### config.mk
export PLATFORM = sky130hd
export DESIGN_NAME = xalu_seq_flat
export DESIGN_NICKNAME = d
export VERILOG_FILES = /design/src/rtl/xalu_seq_if.sv /design/src/rtl/xalu_seq.sv /design/src/flat_wrapper.sv
export SDC_FILE = /design/constraint.sdc
export NUM_CORES = 1
export LEC_CHECK = 0
export CELL_PAD_IN_SITES_DETAIL_PLACEMENT = 1
export CELL_PAD_IN_SITES_GLOBAL_PLACEMENT = 2
export CORE_ASPECT_RATIO = 2
export CORE_MARGIN = 2
export CORE_UTILIZATION = 33
export CTS_CLUSTER_SIZE = 14
export DETAILED_ROUTE_END_ITERATION = 8
export PLACE_DENSITY_LB_ADDON = 0.1
export RECOVER_POWER = 100
export SYNTH_ARGS = -nofsm -noshare
export SYNTH_HDL_FRONTEND = slang
export SYNTH_SLANG_ARGS = --single-unit
export TNS_END_PERCENT = 5
### constraint.sdc
create_clock -name clk -period 3.8 [get_ports clk]
set_input_delay 0.38 -clock clk [delete_from_list [all_inputs] [get_ports clk]]
set_output_delay 0.38 -clock clk [all_outputs]
set_load 0.05 [all_outputs]
### src/rtl/xalu_seq_if.sv
// Operand/result bundle for the digit-serial ALU: the requester (master)
// drives the operation request, the ALU (slave) returns status and results.
interface xalu_seq_if #(
  parameter int WIDTH = 16
);
  logic             start;
  logic [2:0]       func;
  logic             com;
  logic [WIDTH-1:0] a;
  logic [WIDTH-1:0] b;
  logic             ci_right;
  logic             ci_left;
  logic             busy;
  logic             done;
  logic [WIDTH-1:0] result;
  logic             co_left;
  logic             co_right;
  logic             ovf;
  logic             zero;
  logic             neg_zero;
  logic             equ;

  modport master (
    output start, func, com, a, b, ci_right, ci_left,
    input  busy, done, result, co_left, co_right, ovf, zero, neg_zero, equ
  );

  modport slave (
    input  start, func, com, a, b, ci_right, ci_left,
    output busy, done, result, co_left, co_right, ovf, zero, neg_zero, equ
  );
endinterface

### src/rtl/xalu_seq.sv
// Digit-serial wide ALU. Operands are latched on start, then processed
// DIGIT bits per clock (LSB digit first) through one narrow slice with a
// carry register between digits. Result and flags are registered on the
// last digit edge together with a one-cycle done pulse.
module xalu_seq #(
  parameter int WIDTH = 16,
  parameter int DIGIT = 4
) (
  input logic        clk,
  input logic        rst,
  xalu_seq_if.slave  bus
);

  localparam int N     = WIDTH / DIGIT;
  localparam int IDX_W = (N > 1) ? $clog2(N) : 1;

  localparam logic [2:0] F_ADD   = 3'd0;
  localparam logic [2:0] F_AND   = 3'd1;
  localparam logic [2:0] F_OR    = 3'd2;
  localparam logic [2:0] F_XOR   = 3'd3;
  localparam logic [2:0] F_PASSA = 3'd4;
  localparam logic [2:0] F_PASSB = 3'd5;
  localparam logic [2:0] F_SHR   = 3'd6;
  localparam logic [2:0] F_SHL   = 3'd7;

  typedef enum logic {IDLE = 1'b0, RUN = 1'b1} state_t;

  state_t state_r, state_s;
  logic   load_s, step_s, finish_s, last_s;

  // Latched operation
  logic [WIDTH-1:0] a_r, b_r;
  logic [2:0]       func_r;
  logic             com_r, cir_r, cil_r;
  logic             carry_r;
  logic [IDX_W-1:0] idx_r;
  logic [WIDTH-1:0] work_r;

  // Registered outputs
  logic             done_r;
  logic [WIDTH-1:0] result_r;
  logic             co_left_r, co_right_r, ovf_r, zero_r, neg_zero_r, equ_r;

  // Per-digit slice signals
  logic [WIDTH-1:0] shl_w_s, shr_w_s;
  logic [WIDTH-1:0] a_sh_s, b_sh_s, l_sh_s, r_sh_s;
  logic [DIGIT-1:0] a_dig_s, b_dig_s, shl_dig_s, shr_dig_s;
  logic [DIGIT:0]   sum_s;
  logic [DIGIT-1:0] raw_dig_s, out_dig_s;
  logic [WIDTH-1:0] word_s;
  logic             msb_cin_s, ovf_s, co_left_s, co_right_s;

  assign last_s = (idx_r == IDX_W'(N - 1));

  // State register
  always_ff @(posedge clk) begin
    if (rst) begin
      state_r <= IDLE;
    end else begin
      state_r <= state_s;
    end
  end

  // Next-state and control strobes
  always_comb begin
    state_s  = state_r;
    load_s   = 1'b0;
    step_s   = 1'b0;
    finish_s = 1'b0;
    case (state_r)
      IDLE: begin
        if (bus.start) begin
          state_s = RUN;
          load_s  = 1'b1;
        end else begin
          state_s = IDLE;
        end
      end
      RUN: begin
        step_s = 1'b1;
        if (last_s) begin
          state_s  = IDLE;
          finish_s = 1'b1;
        end else begin
          state_s = RUN;
        end
      end
      default: begin
        state_s = IDLE;
      end
    endcase
  end

  // Digit slice: select digit idx of each source word and apply the function.
  // Shift sources are whole pre-shifted words so bits crossing a digit
  // boundary come from the latched operand, never from the carry register.
  always_comb begin
    shl_w_s   = {a_r[WIDTH-2:0], cir_r};
    shr_w_s   = {cil_r, a_r[WIDTH-1:1]};
    a_sh_s    = a_r     >> (idx_r * DIGIT);
    b_sh_s    = b_r     >> (idx_r * DIGIT);
    l_sh_s    = shl_w_s >> (idx_r * DIGIT);
    r_sh_s    = shr_w_s >> (idx_r * DIGIT);
    a_dig_s   = a_sh_s[DIGIT-1:0];
    b_dig_s   = b_sh_s[DIGIT-1:0];
    shl_dig_s = l_sh_s[DIGIT-1:0];
    shr_dig_s = r_sh_s[DIGIT-1:0];
    sum_s     = {1'b0, a_dig_s} + {1'b0, b_dig_s} + {{DIGIT{1'b0}}, carry_r};
    case (func_r)
      F_ADD:   raw_dig_s = sum_s[DIGIT-1:0];
      F_AND:   raw_dig_s = a_dig_s & b_dig_s;
      F_OR:    raw_dig_s = a_dig_s | b_dig_s;
      F_XOR:   raw_dig_s = a_dig_s ^ b_dig_s;
      F_PASSA: raw_dig_s = a_dig_s;
      F_PASSB: raw_dig_s = b_dig_s;
      F_SHR:   raw_dig_s = shr_dig_s;
      F_SHL:   raw_dig_s = shl_dig_s;
      default: raw_dig_s = {DIGIT{1'b0}};
    endcase
    out_dig_s = raw_dig_s ^ {DIGIT{com_r}};
    word_s    = {out_dig_s, work_r[WIDTH-1:DIGIT]};
    // Only meaningful on the top digit: carry into vs. out of the MSB
    msb_cin_s = a_dig_s[DIGIT-1] ^ b_dig_s[DIGIT-1] ^ sum_s[DIGIT-1];
    ovf_s     = (func_r == F_ADD) ? (msb_cin_s ^ sum_s[DIGIT]) : 1'b0;
    if (func_r == F_ADD) begin
      co_left_s = sum_s[DIGIT];
    end else if (func_r == F_SHL) begin
      co_left_s = a_r[WIDTH-1];
    end else begin
      co_left_s = 1'b0;
    end
    co_right_s = (func_r == F_SHR) ? a_r[0] : 1'b0;
  end

  // Operand latch, digit sequencing and completion registers
  always_ff @(posedge clk) begin
    if (rst) begin
      a_r        <= {WIDTH{1'b0}};
      b_r        <= {WIDTH{1'b0}};
      func_r     <= 3'd0;
      com_r      <= 1'b0;
      cir_r      <= 1'b0;
      cil_r      <= 1'b0;
      carry_r    <= 1'b0;
      idx_r      <= {IDX_W{1'b0}};
      work_r     <= {WIDTH{1'b0}};
      done_r     <= 1'b0;
      result_r   <= {WIDTH{1'b0}};
      co_left_r  <= 1'b0;
      co_right_r <= 1'b0;
      ovf_r      <= 1'b0;
      zero_r     <= 1'b0;
      neg_zero_r <= 1'b0;
      equ_r      <= 1'b0;
    end else begin
      done_r <= finish_s;
      if (load_s) begin
        a_r     <= bus.a;
        b_r     <= bus.b;
        func_r  <= bus.func;
        com_r   <= bus.com;
        cir_r   <= bus.ci_right;
        cil_r   <= bus.ci_left;
        carry_r <= bus.ci_right;
        idx_r   <= {IDX_W{1'b0}};
      end else if (step_s) begin
        work_r  <= word_s;
        carry_r <= sum_s[DIGIT];
        idx_r   <= idx_r + IDX_W'(1);
      end
      if (finish_s) begin
        result_r   <= word_s;
        co_left_r  <= co_left_s;
        co_right_r <= co_right_s;
        ovf_r      <= ovf_s;
        zero_r     <= (word_s == {WIDTH{1'b0}});
        neg_zero_r <= (word_s == {WIDTH{1'b1}});
        equ_r      <= (a_r == b_r);
      end
    end
  end

  assign bus.busy     = (state_r == RUN);
  assign bus.done     = done_r;
  assign bus.result   = result_r;
  assign bus.co_left  = co_left_r;
  assign bus.co_right = co_right_r;
  assign bus.ovf      = ovf_r;
  assign bus.zero     = zero_r;
  assign bus.neg_zero = neg_zero_r;
  assign bus.equ      = equ_r;

endmodule

### src/flat_wrapper.sv
// flat-port wrapper written by rule: the top's interface ports become plain ports
module xalu_seq_flat 
#(
  parameter int WIDTH = 16,
  parameter int DIGIT = 4
)
  (clk, rst, bus_start, bus_func, bus_com, bus_a, bus_b, bus_ci_right, bus_ci_left, bus_busy, bus_done, bus_result, bus_co_left, bus_co_right, bus_ovf, bus_zero, bus_neg_zero, bus_equ);
  xalu_seq_if #(.WIDTH(WIDTH)) bus_i ();
  input logic clk;
  input logic rst;
  input wire logic [$bits(bus_i.start)-1:0] bus_start;
  input wire logic [$bits(bus_i.func)-1:0] bus_func;
  input wire logic [$bits(bus_i.com)-1:0] bus_com;
  input wire logic [$bits(bus_i.a)-1:0] bus_a;
  input wire logic [$bits(bus_i.b)-1:0] bus_b;
  input wire logic [$bits(bus_i.ci_right)-1:0] bus_ci_right;
  input wire logic [$bits(bus_i.ci_left)-1:0] bus_ci_left;
  output wire logic [$bits(bus_i.busy)-1:0] bus_busy;
  output wire logic [$bits(bus_i.done)-1:0] bus_done;
  output wire logic [$bits(bus_i.result)-1:0] bus_result;
  output wire logic [$bits(bus_i.co_left)-1:0] bus_co_left;
  output wire logic [$bits(bus_i.co_right)-1:0] bus_co_right;
  output wire logic [$bits(bus_i.ovf)-1:0] bus_ovf;
  output wire logic [$bits(bus_i.zero)-1:0] bus_zero;
  output wire logic [$bits(bus_i.neg_zero)-1:0] bus_neg_zero;
  output wire logic [$bits(bus_i.equ)-1:0] bus_equ;
  assign bus_i.start = bus_start;
  assign bus_i.func = bus_func;
  assign bus_i.com = bus_com;
  assign bus_i.a = bus_a;
  assign bus_i.b = bus_b;
  assign bus_i.ci_right = bus_ci_right;
  assign bus_i.ci_left = bus_ci_left;
  assign bus_busy = bus_i.busy;
  assign bus_done = bus_i.done;
  assign bus_result = bus_i.result;
  assign bus_co_left = bus_i.co_left;
  assign bus_co_right = bus_i.co_right;
  assign bus_ovf = bus_i.ovf;
  assign bus_zero = bus_i.zero;
  assign bus_neg_zero = bus_i.neg_zero;
  assign bus_equ = bus_i.equ;
  xalu_seq #(.WIDTH(WIDTH), .DIGIT(DIGIT)) u_core (.clk(clk), .rst(rst), .bus(bus_i));
endmodule
==> run summary, run 1 <==
Status: complete, but fails checks
Failing checks: max-capacitance violations, max-slew violations
Diodes inserted: 0
Post_cts resized: 0
Main combinational cell family by area after synthesis: simple AND/OR/NAND/NOR gates
Logic pwr share: 14.9%
Post-Synth Simple-Gate Area: 16.1%
Cell Int Power: 1.52 mW
Number of max-cap violations: 1
Setup Viol. Count Final: 0
RSZ-0062 raised after global routing: no
CP endpoint kind: flip-flop
Core Area: 11,600 sq um
Port bufs: 64
HPWL after detailed placement: 9.21 mm
Worst path slowest cell: fa_1
Dpl cells: 610
Post-Synth XOR/XNOR Area: 4.97%
Hold Path Origin: u_core.bus.result[9]
Synth Register Bits: 77
Number of synthesized flops with an enable pin: 0
Vias/cell: 5.30
TNS Setup: 0 ps
Worst skew pair latency: 350 ps
Root Driver: clkbuf_16
Worst-Margin Slew: 1560 ps
Slowest stage delay, CP: 490 ps
Mapped Cells: 422
H-tree levels: 3
Mux cell area share after synthesis: 15.7%
Crit path required time: 4080 ps
Clock transition at the registers of the reported paths: 60 ps
GRT Total Usage: 20.2%
Worst Path Arrival: 3770 ps
Reg2Reg Launch Point: u_core.idx_r[1]
Hold_buf cts: 0
Initial antenna violation count: 0
Clock power share: 42.9%
Total power: 2.12 mW
Minimum clock period: 3500 ps
CTS buffer count: 9
Layout cells sized above 1: 8.73%
DRC viols: 0
Die height: 157 um
Fmax: 286 MHz
DP Area: 4630 sq um
Worst Hold Slack: 442 ps
Ys flop type: dfxtp_1
Post-Layout Cell Count: 626
Async S/R FF share, synth: 0%
Die area: 12,700 sq um
Drt first pass iters: 4
Largest net degree at the start of global routing: 57
Crit path from: u_core.idx_r[1]
Hold Path Class: flip-flop to flip-flop
Sequential share of the synthesized area: 39.7%
Post-Syn Area: 3880 sq um
Avg Inst Size Synth: 9.19 sq um
Worst slew margin: -4.04%
Ports: 65
Vias in the first global route: 3,501
Syn. warnings: 0
First-pass GRT wire length: 18.9 mm
Starting Density: 33.4%
Average wire per standard cell: 18.8 um
Max clock buf depth: 2
Post-route ant nets: 0
Rows: 56
Max VDD drop: 252 uV
Count of cell types in the netlist: 47
Starting DRT DRC Count: 95
Clk sinks: 77
Sw frac: 28.3%
Global route total overflow: 0
Vias: 3,315
RePlAce Congestion: 0.801
Final Hold Fails: 0
Share of power burned in registers: 42.2%
Crit path cell chain: buf_4, mux2i_1, nand2_1, o21ai_0, inv_1, fa_1, fa_1, mux4_2, nand2_1, o211ai_1, xor2_1, mux2i_1, nor2_1
Net count, final: 528
Die width: 80.7 um
Final Instance Area: 4920 sq um
Synth Area in Compound Gates: 14.7%
Worst Path Max Fanout: 6
Critical path type: flip-flop to flip-flop
Fin crit share: 92.1%
CTS tree: done
Power per cell area: 432 nW/um^2
Psw: 0.601 mW
Area grow syn2layout: 26.7%
DRT Wirelength: 11.8 mm
Adder-cell share of the synthesized area: 3.93%
Fin. max-slew vios: 39
Synth Net Count: 474
Leakage: 1.90 nW
Post-CTS Setup Bufs: 0
Clock Skews: 9.77 ps
Startpoint types: flip-flop
==> registers in the layout (all words and copies together), names as in the netlist, 2 cells and up <==
register	flops
u_core.a_r	16
u_core.b_r	16
u_core.bus.result	16
u_core.func_r	3
u_core.idx_r	2
u_core.work_r	12
==> metrics by stage <==
stage | utilization (%) | setup slack [ps]
after detailed placement | 39.8 | 314
after global routing | 42.3 | 11.1
after global placement | 39.8 | 493
after floorplan | - | 616
after CTS | 42.5 | 275
final | 42.3 | 302
==> power groups by stage <==
stage               clock, mW  combinational, mW  sequential, mW
floorplan                   0              0.231           0.886
global placement            0              0.313           0.915
detailed placement          0              0.326           0.916
global route            0.969              0.354           0.901
finish                  0.911              0.316           0.896
CTS                     0.935              0.327           0.897
==> logic make-up (layout without fill, tap and decap cells) <==
logic type               after synthesis  in the layout
XOR/XNOR                              22             22
flip-flops                            77             77
adder cells (fa/ha/maj)               11             11
buffers and inverters                 43            102
multiplexers                          41             41
AO/OA/AOI/OAI                         84             84
AND/OR/NAND/NOR                      144            144
==> layer usage <==
metal	up-vias	wire length (um)	global-route usage (%)
li1	1595	-	-
met1	1599	4010	19.0
met5	-	0	0
met3	33	378	3.44
met2	88	6700	38.9
met4	0	672	12.3
==> worst max-delay path, delay by kind of cell, from the launching register on <==
kind,cells,cell delay [ps]
compound gates,2,260
xor+xnor,1,360
fa+ha+maj,2,930
buf+inv,2,320
flops,1,450
mux,3,820
simple gates,3,280
==> Yosys cell counts (2+ instances only) <==
cell type   n  share of area, %
mux4_2      9               5.2
clkbuf_1   14               1.4
a21o_1      2              0.39
o21ai_0     3              0.39
ha_1        9               2.9
nand4_1     7               1.1
nor3_1      3              0.39
inv_1      13               1.3
a32o_1      3              0.77
nand2_1    91               8.8
a22o_1     14               3.2
mux2_2      3              0.87
mux2i_1    24               6.2
dfxtp_1    77                40
xor2_1      4              0.90
a21oi_1    44               5.7
nor2_1     19               1.8
buf_2       2              0.26
a211oi_1    3              0.58
nor4_1      5              0.81
buf_6       2              0.58
nand3_1     5              0.64
fa_1        2               1.0
and3_1      2              0.32
mux4_1      5               3.4
nor2b_1     5              0.81
xnor2_1    18               4.1
nand2b_1    2              0.32
a22oi_1     4              0.77
buf_1       9              0.87
buf_4       3              0.58
==> final timing paths <==
kind	end	slack, ps	depth (start not counted)
min reg2reg	u_core.bus.result[9]	440	2
max	u_core.work_r[13]	300	13
min	u_core.bus.result[9]	440	2
max reg2reg	u_core.work_r[13]	300	13
==> layout by cell type, fill, tap and decap left out, types with 7 or more instances in the layout <==
| master | instances |
|---|---|
| inv_1 | 13 |
| mux4_2 | 9 |
| a22o_1 | 14 |
| nand2_1 | 91 |
| clkdlybuf4s50_1 | 39 |
| dfxtp_1 | 77 |
| clkbuf_16 | 9 |
| nor2_1 | 19 |
| dlygate4sd3_1 | 24 |
| a21oi_1 | 44 |
| mux2i_1 | 24 |
| buf_4 | 7 |
| xnor2_1 | 18 |
| ha_1 | 9 |
| nand4_1 | 7 |
==> layout make-up <==
class                   instances  area [sq um]
well taps                     145           181
inverters                      13          48.8
multi-input cells             302          2140
clock inverters                 7          88.8
fillers                      1382          6710
flip-flops and latches         77          1540
clock buffers                   9           225
repair buffers                 73           696
Note: power is estimated with default switching activity, not from simulation.
==> run 2: changes to the inputs <==
--- a/config.mk
+++ b/config.mk
@@ -7,7 +7,7 @@
 export LEC_CHECK = 0
 export CELL_PAD_IN_SITES_DETAIL_PLACEMENT = 1
 export CELL_PAD_IN_SITES_GLOBAL_PLACEMENT = 2
-export CORE_ASPECT_RATIO = 2
+export CORE_ASPECT_RATIO = 1.5
 export CORE_MARGIN = 2
 export CORE_UTILIZATION = 33
 export CTS_CLUSTER_SIZE = 14
==> run 2 against run 1 <==
  * The flow still finishes with violations (max-capacitance violations, max-slew violations)
  * Worst setup slack got worse by 5.1 ps
  * Critical endpoint is now u_core.bus.zero
  * Non-clock buffer count rose by 1
  * Critical path depth fell by 3
  * First-iteration DRC count rose by 49%
  * Largest cell class unchanged
  * Sequential cell count did not move
  * Wire length fell by 3.1%
  * Clock power barely moved
  * Sequential power fell by 0.9%
  * Highest routed layer unchanged
  * Cell count rose by 0.96%
  * Sequential share of layout area fell by 0.072 points
  * Clock skew fell by 1.3 ps
==> run summary, run 2 (synthesized netlist as in run 1, its figures left out) <==
Worst skew pair latency: 350 ps (about the same)
Most frequent CP cell: fa_1
Average wire per standard cell: 18.0 um (-4.0%)
Post-route ant nets: 0 (unchanged)
Number of max-cap violations: 1 (unchanged)
Post-CTS Setup Bufs: 0 (unchanged)
CP endpoint kind: flip-flop
Logic pwr share: 15.1% (+0.2 points)
Vias/cell: 5.18 (-2.1%)
Core Area: 11,500 sq um (-1.4%)
R2R setup slack: 300 ps (about the same)
Share of power burned in registers: 41.9% (-0.3 points)
HPWL after detailed placement: 8.58 mm (-6.8%)
DRT Wirelength: 11.4 mm (-3.1%)
CTS buffer count: 9 (unchanged)
Clock Skews: 8.50 ps (-1.28 ps)
Layout cells sized above 1: 9.13% (+0.40 points)
Status: complete, but fails checks
Largest net degree at the start of global routing: 58 (+1.8%)
Minimum clock period: 3500 ps (+5.08 ps)
Worst Path Max Fanout: 7 (+1)
Slowest stage delay, CP: 490 ps (about the same)
Worst Path Arrival: 3740 ps (-30 ps)
Sw frac: 28.3% (about the same)
Met2 Routed Length: 6.06 mm (-9.6%)
Final Util: 43.0% (+0.69 points)
Max clock buf depth: 2 (unchanged)
Most common cell after layout, fill and taps aside: nand2_1
Worst-Margin Slew: 2710 ps (+1150 ps)
Worst-case reg-to-reg path depth: 10 (-3)
GRT Total Usage: 18.9% (-1.3 points)
RSZ-0062 raised after global routing: no
Starting Density: 33.8% (+0.47 points)
Psw: 0.600 mW (-0.15%)
Fin. max-slew vios: 58 (+49%)
Die height: 137 um (-13%)
H-tree levels: 3 (unchanged)
Dpl cells: 616 (+0.98%)
Crit path cell chain: mux2_2, o21ai_0, inv_1, fa_1, fa_1, mux4_2, nand2_1, o211ai_1, xor2_1, o41ai_1
Hold Path Class: flip-flop to flip-flop
Reg2Reg Launch Point: u_core.idx_r[1]
Total power: 2.12 mW (-0.14%)
Worst path slowest cell: fa_1
Diodes inserted: 0 (unchanged)
Area grow syn2layout: 27.0%
TNS Setup: 0 ps (unchanged)
Power per cell area: 430 nW/um^2 (-0.36%)
DP Area: 4650 sq um (+0.38%)
Net count, final: 529 (+0.19%)
Root Driver: clkbuf_16
Highest metal used: met4
Die width: 92.5 um (+15%)
Post_cts resized: 0 (unchanged)
Ports: 65 (unchanged)
R2R Path End: u_core.bus.zero
Clk sinks: 77 (unchanged)
Vias in the first global route: 3,380 (-3.5%)
Cell Int Power: 1.52 mW (-0.13%)
Leakage: 1.90 nW (+0.14%)
Clock transition at the registers of the reported paths: 70 ps (about the same)
Hold Crit Depth: 2 (unchanged)
Global route total overflow: 0 (unchanged)
Fin crit share: 92.2% (+0.13 points)
Hold Path Origin: u_core.bus.result[9]
Hold Crit Endpoint: u_core.bus.result[9]
Met3 WL: 311 um (-18%)
First-pass GRT wire length: 18.3 mm (-3.3%)
RePlAce Congestion: 0.877 (+9.4%)
Worst Hold Slack: 440 ps (-2.04 ps)
DRC viols: 0 (unchanged)
Initial antenna violation count: 0 (unchanged)
Vias: 3,276 (-1.2%)
Crit path required time: 4040 ps (-40 ps)
Setup Viol. Count Final: 0 (unchanged)
Fmax: 285 MHz (-0.14%)
M1 wire length: 4.59 mm (+14%)
Worst slew margin: -80.4% (-76 points)
Starting DRT DRC Count: 142 (+49%)
Clock power share: 43.1% (+0.2 points)
Most frequent cells in the layout: 91 x nand2_1, 77 x dfxtp_1, 43 x a21oi_1
Critical path type: flip-flop to flip-flop
Failing checks: max-capacitance violations, max-slew violations
Post-place setup slack: 338 ps (+24.3 ps)
Die area: 12,700 sq um (-0.27%)
CTS tree: done
Final Instance Area: 4930 sq um (+0.23%)
Port bufs: 64 (unchanged)
Drt first pass iters: 4 (unchanged)
Post-Layout Cell Count: 632 (+0.96%)
Rows: 48 (-14%)
Final Hold Fails: 0 (unchanged)
Final worst slack: 297 ps (-5.08 ps)
Startpoint types: flip-flop
Hold_buf cts: 0 (unchanged)
Max VDD drop: 208 uV (-17%)
[run 2: cell count changes in the layout (fill, tap and decap cells not counted)]
cell,before,now
inv_8,3,1
o21ai_0,3,4
a21oi_1,44,43
a21oi_2,0,1
nand2b_2,0,1
o41ai_1,1,2
o21ai_1,1,0
o41ai_2,1,0
clkinv_4,0,1
nand2b_1,2,1
buf_4,7,9
buf_2,1,0
inv_6,2,4
clkinvlp_4,1,0
[run 2: worst max path at each step]
stage	from	to	slack, ps	depth (start not counted)
after floorplan	u_core.idx_r[1]	u_core.bus.zero	620	11
after global placement	u_core.idx_r[1]	u_core.bus.neg_zero	500	11
after detailed placement	u_core.idx_r[1]	u_core.bus.zero	340	10
after CTS	u_core.idx_r[1]	u_core.bus.zero	330	10
after global routing	u_core.idx_r[1]	u_core.bus.zero	60	12
final	u_core.idx_r[1]	u_core.bus.zero	300	10
[run 2: worst max-delay path, delay by kind of cell (launching register included)]
family	cells	cell delay (ps)
and+or+nand+nor	1	80
buffers and inverters	1	140
DFF	1	480
AOI/OAI and AO/OA	3	740
adders and majority gates	2	920
muxes	2	840
xor gates and xnor gates	1	200
[run 2: layer usage]
| metal | GRT usage, % | up-vias |
|---|---|---|
| li1 | - | 1597 |
| met1 | 21.1 | 1588 |
| met2 | 34.3 | 68 |
| met3 | 1.93 | 23 |
| met4 | 11.5 | 0 |
| met5 | 0 | - |
[run 2: area by class of cell]
class | count | area, sq um
clock buffers | 9 | 225
clock inverters | 7 | 85.1
fillers | 1332 | 6540
inverters | 13 | 48.8
multi-input cells | 302 | 2130
flip-flops and latches | 77 | 1540
well taps | 150 | 188
repair buffers | 74 | 706
[run 2: power groups by stage]
stage	logic, mW	registers [mW]	clock network, mW
finish	0.320	0.888	0.913
global route	0.359	0.892	0.962
CTS	0.331	0.888	0.934
detailed placement	0.330	0.907	0
global placement	0.320	0.906	0
floorplan	0.231	0.886	0
==> run 3: changes to the inputs <==
--- a/config.mk
+++ b/config.mk
@@ -8,7 +8,6 @@
 export CELL_PAD_IN_SITES_DETAIL_PLACEMENT = 1
 export CELL_PAD_IN_SITES_GLOBAL_PLACEMENT = 2
 export CORE_ASPECT_RATIO = 1.5
-export CORE_MARGIN = 2
 export CORE_UTILIZATION = 33
 export CTS_CLUSTER_SIZE = 14
 export DETAILED_ROUTE_END_ITERATION = 8
==> run 3 against run 2 <==
  * Via count increased by 0.27%
  * Largest power group is now sequential cells
  * Critical path type unchanged
  * Register-to-register slack about the same
  * Fmax decreased by 0.28%
  * The run still ends with max-capacitance violations, max-slew violations left
==> run summary, run 3 (synthesized netlist as in run 1, its figures left out) <==
Fin crit share: 92.5% (+0.26 points)
Highest metal used: met4
Power per cell area: 425 nW/um^2 (-1.3%)
Post_cts resized: 0 (unchanged)
Worst skew pair latency: 340 ps (about the same)
CTS tree: done
Post-route ant nets: 0 (unchanged)
CTS buffer count: 9 (unchanged)
Worst-Margin Slew: 1860 ps (-844 ps)
Critical path type: flip-flop to flip-flop
Most frequent cells in the layout: 91 x nand2_1, 77 x dfxtp_1, 44 x a21oi_1
Die width: 90.5 um (-2.2%)
Max VDD drop: 177 uV (-15%)
Number of max-cap violations: 2 (+1)
Final Hold Fails: 0 (unchanged)
Reg2Reg Launch Point: u_core.idx_r[1]
Vias in the first global route: 3,339 (-1.2%)
Worst slew margin: -24.2% (+56 points)
Largest net degree at the start of global routing: 58 (unchanged)
Initial antenna violation count: 0 (unchanged)
Failing checks: max-capacitance violations, max-slew violations
Minimum clock period: 3510 ps (+10.0 ps)
Worst Hold Slack: 443 ps (+3.43 ps)
Area grow syn2layout: 26.5%
Layout cells sized above 1: 8.11% (-1.0 points)
R2R Path End: u_core.bus.neg_zero
Starting DRT DRC Count: 98 (-31%)
Die area: 12,200 sq um (-3.6%)
Worst Path Arrival: 3780 ps (+40 ps)
Starting Density: 33.8% (unchanged)
Vias/cell: 5.21 (+0.43%)
Average wire per standard cell: 17.8 um (-1.1%)
Crit path required time: 4070 ps (+30 ps)
CP endpoint kind: flip-flop
Clock transition at the registers of the reported paths: 60 ps (about the same)
Met3 WL: 258 um (-17%)
DRT Wirelength: 11.2 mm (-1.3%)
Fmax: 285 MHz (-0.28%)
DRC viols: 0 (unchanged)
DP Area: 4640 sq um (-0.22%)
Post-CTS Setup Bufs: 0 (unchanged)
Global route total overflow: 0 (unchanged)
Clock Skews: 5.23 ps (-3.27 ps)
H-tree levels: 3 (unchanged)
Leakage: 1.89 nW (-0.72%)
Drt first pass iters: 4 (unchanged)
Rows: 48 (unchanged)
Root Driver: clkbuf_16
Core Area: 11,500 sq um (unchanged)
Status: complete, but fails checks
Port bufs: 64 (unchanged)
Met2 Routed Length: 6.14 mm (+1.4%)
Worst Setup EP: u_core.bus.neg_zero
Clk sinks: 77 (unchanged)
Max clock buf depth: 2 (unchanged)
Worst Path Max Fanout: 7 (unchanged)
RePlAce Congestion: 0.850 (-3.0%)
First-pass GRT wire length: 18.4 mm (+0.72%)
Final Instance Area: 4910 sq um (-0.43%)
Hold Path Class: flip-flop to flip-flop
HPWL after detailed placement: 8.38 mm (-2.4%)
Fin. max-slew vios: 59 (+1.7%)
GRT Total Usage: 19.7% (+0.81 points)
Net count, final: 528 (-0.19%)
RSZ-0062 raised after global routing: no
R2R setup slack: 290 ps (about the same)
Worst-case reg-to-reg path depth: 13 (+3)
Diodes inserted: 0 (unchanged)
Startpoint types: flip-flop
M1 wire length: 4.56 mm (-0.46%)
Vias: 3,285 (+0.27%)
TNS Setup: 0 ps (unchanged)
Hold_buf cts: 0 (unchanged)
Crit path from: u_core.idx_r[1]
Most common cell after layout, fill and taps aside: nand2_1
Setup Viol. Count Final: 0 (unchanged)
Die height: 135 um (-1.5%)
Ports: 65 (unchanged)
==> run 3: layout make-up <==
class                           instances  area [sq um]
Fill cell                            1348          6560
Timing Repair Buffer                   73           689
Multi-Input combinational cell        302          2130
Tap cell                              150           188
Sequential cell                        77          1540
Inverter                               13          48.8
Clock buffer                            9           225
Clock inverter                          7          81.3
==> run 3: worst min-delay path by stage <==
| stage | slack, ps | startpoint | end | cells after the start |
|---|---|---|---|---|
| after floorplan | 430 | u_core.cil_r | u_core.cil_r | 2 |
| final | 440 | u_core.bus.result[9] | u_core.bus.result[9] | 2 |
| after global placement | 430 | u_core.bus.result[9] | u_core.bus.result[9] | 2 |
| after detailed placement | 440 | u_core.bus.result[9] | u_core.bus.result[9] | 2 |
| after CTS | 450 | u_core.bus.result[9] | u_core.bus.result[9] | 2 |
| after global routing | 480 | u_core.bus.neg_zero | u_core.bus.neg_zero | 2 |
==> run 3: layer usage <==
layer / vias up / track usage (%)
met5: - / 0
met4: 0 / 8.51
met3: 17 / 3.04
met2: 61 / 37.0
met1: 1611 / 21.9
li1: 1596 / -
==> run 3: through the flow <==
step	utilization [%]	power, mW	setup slack (ps)	cells
3_5_place_dp	40.4	1.24	267	615
2_1_floorplan	-	1.12	616	422
3_3_place_gp	40.4	1.23	492	615
6_report	42.8	2.08	287	631
5_1_grt	42.8	2.20	26.6	631
4_1_cts	43.1	2.13	254	631
==> run 3: worst max-delay path, stage by stage (launching register included) <==
cell and delay, ps:
dfxtp_1 470, buf_4 210, mux2i_1 270, nand2_1 100, o21ai_0 160, inv_1 130
fa_1 450, fa_1 430, mux4_2 460, nand2_1 80, o211ai_1 100, xor2_1 330
nand3_1 120, o21ai_1 130
==> run 3: report_power, final <==
| group | switching [mW] | internal (mW) |
|---|---|---|
| sequential | 0.0540 | 0.840 |
| clock | 0.360 | 0.518 |
| combinational | 0.159 | 0.153 |
| total | 0.574 | 1.51 |
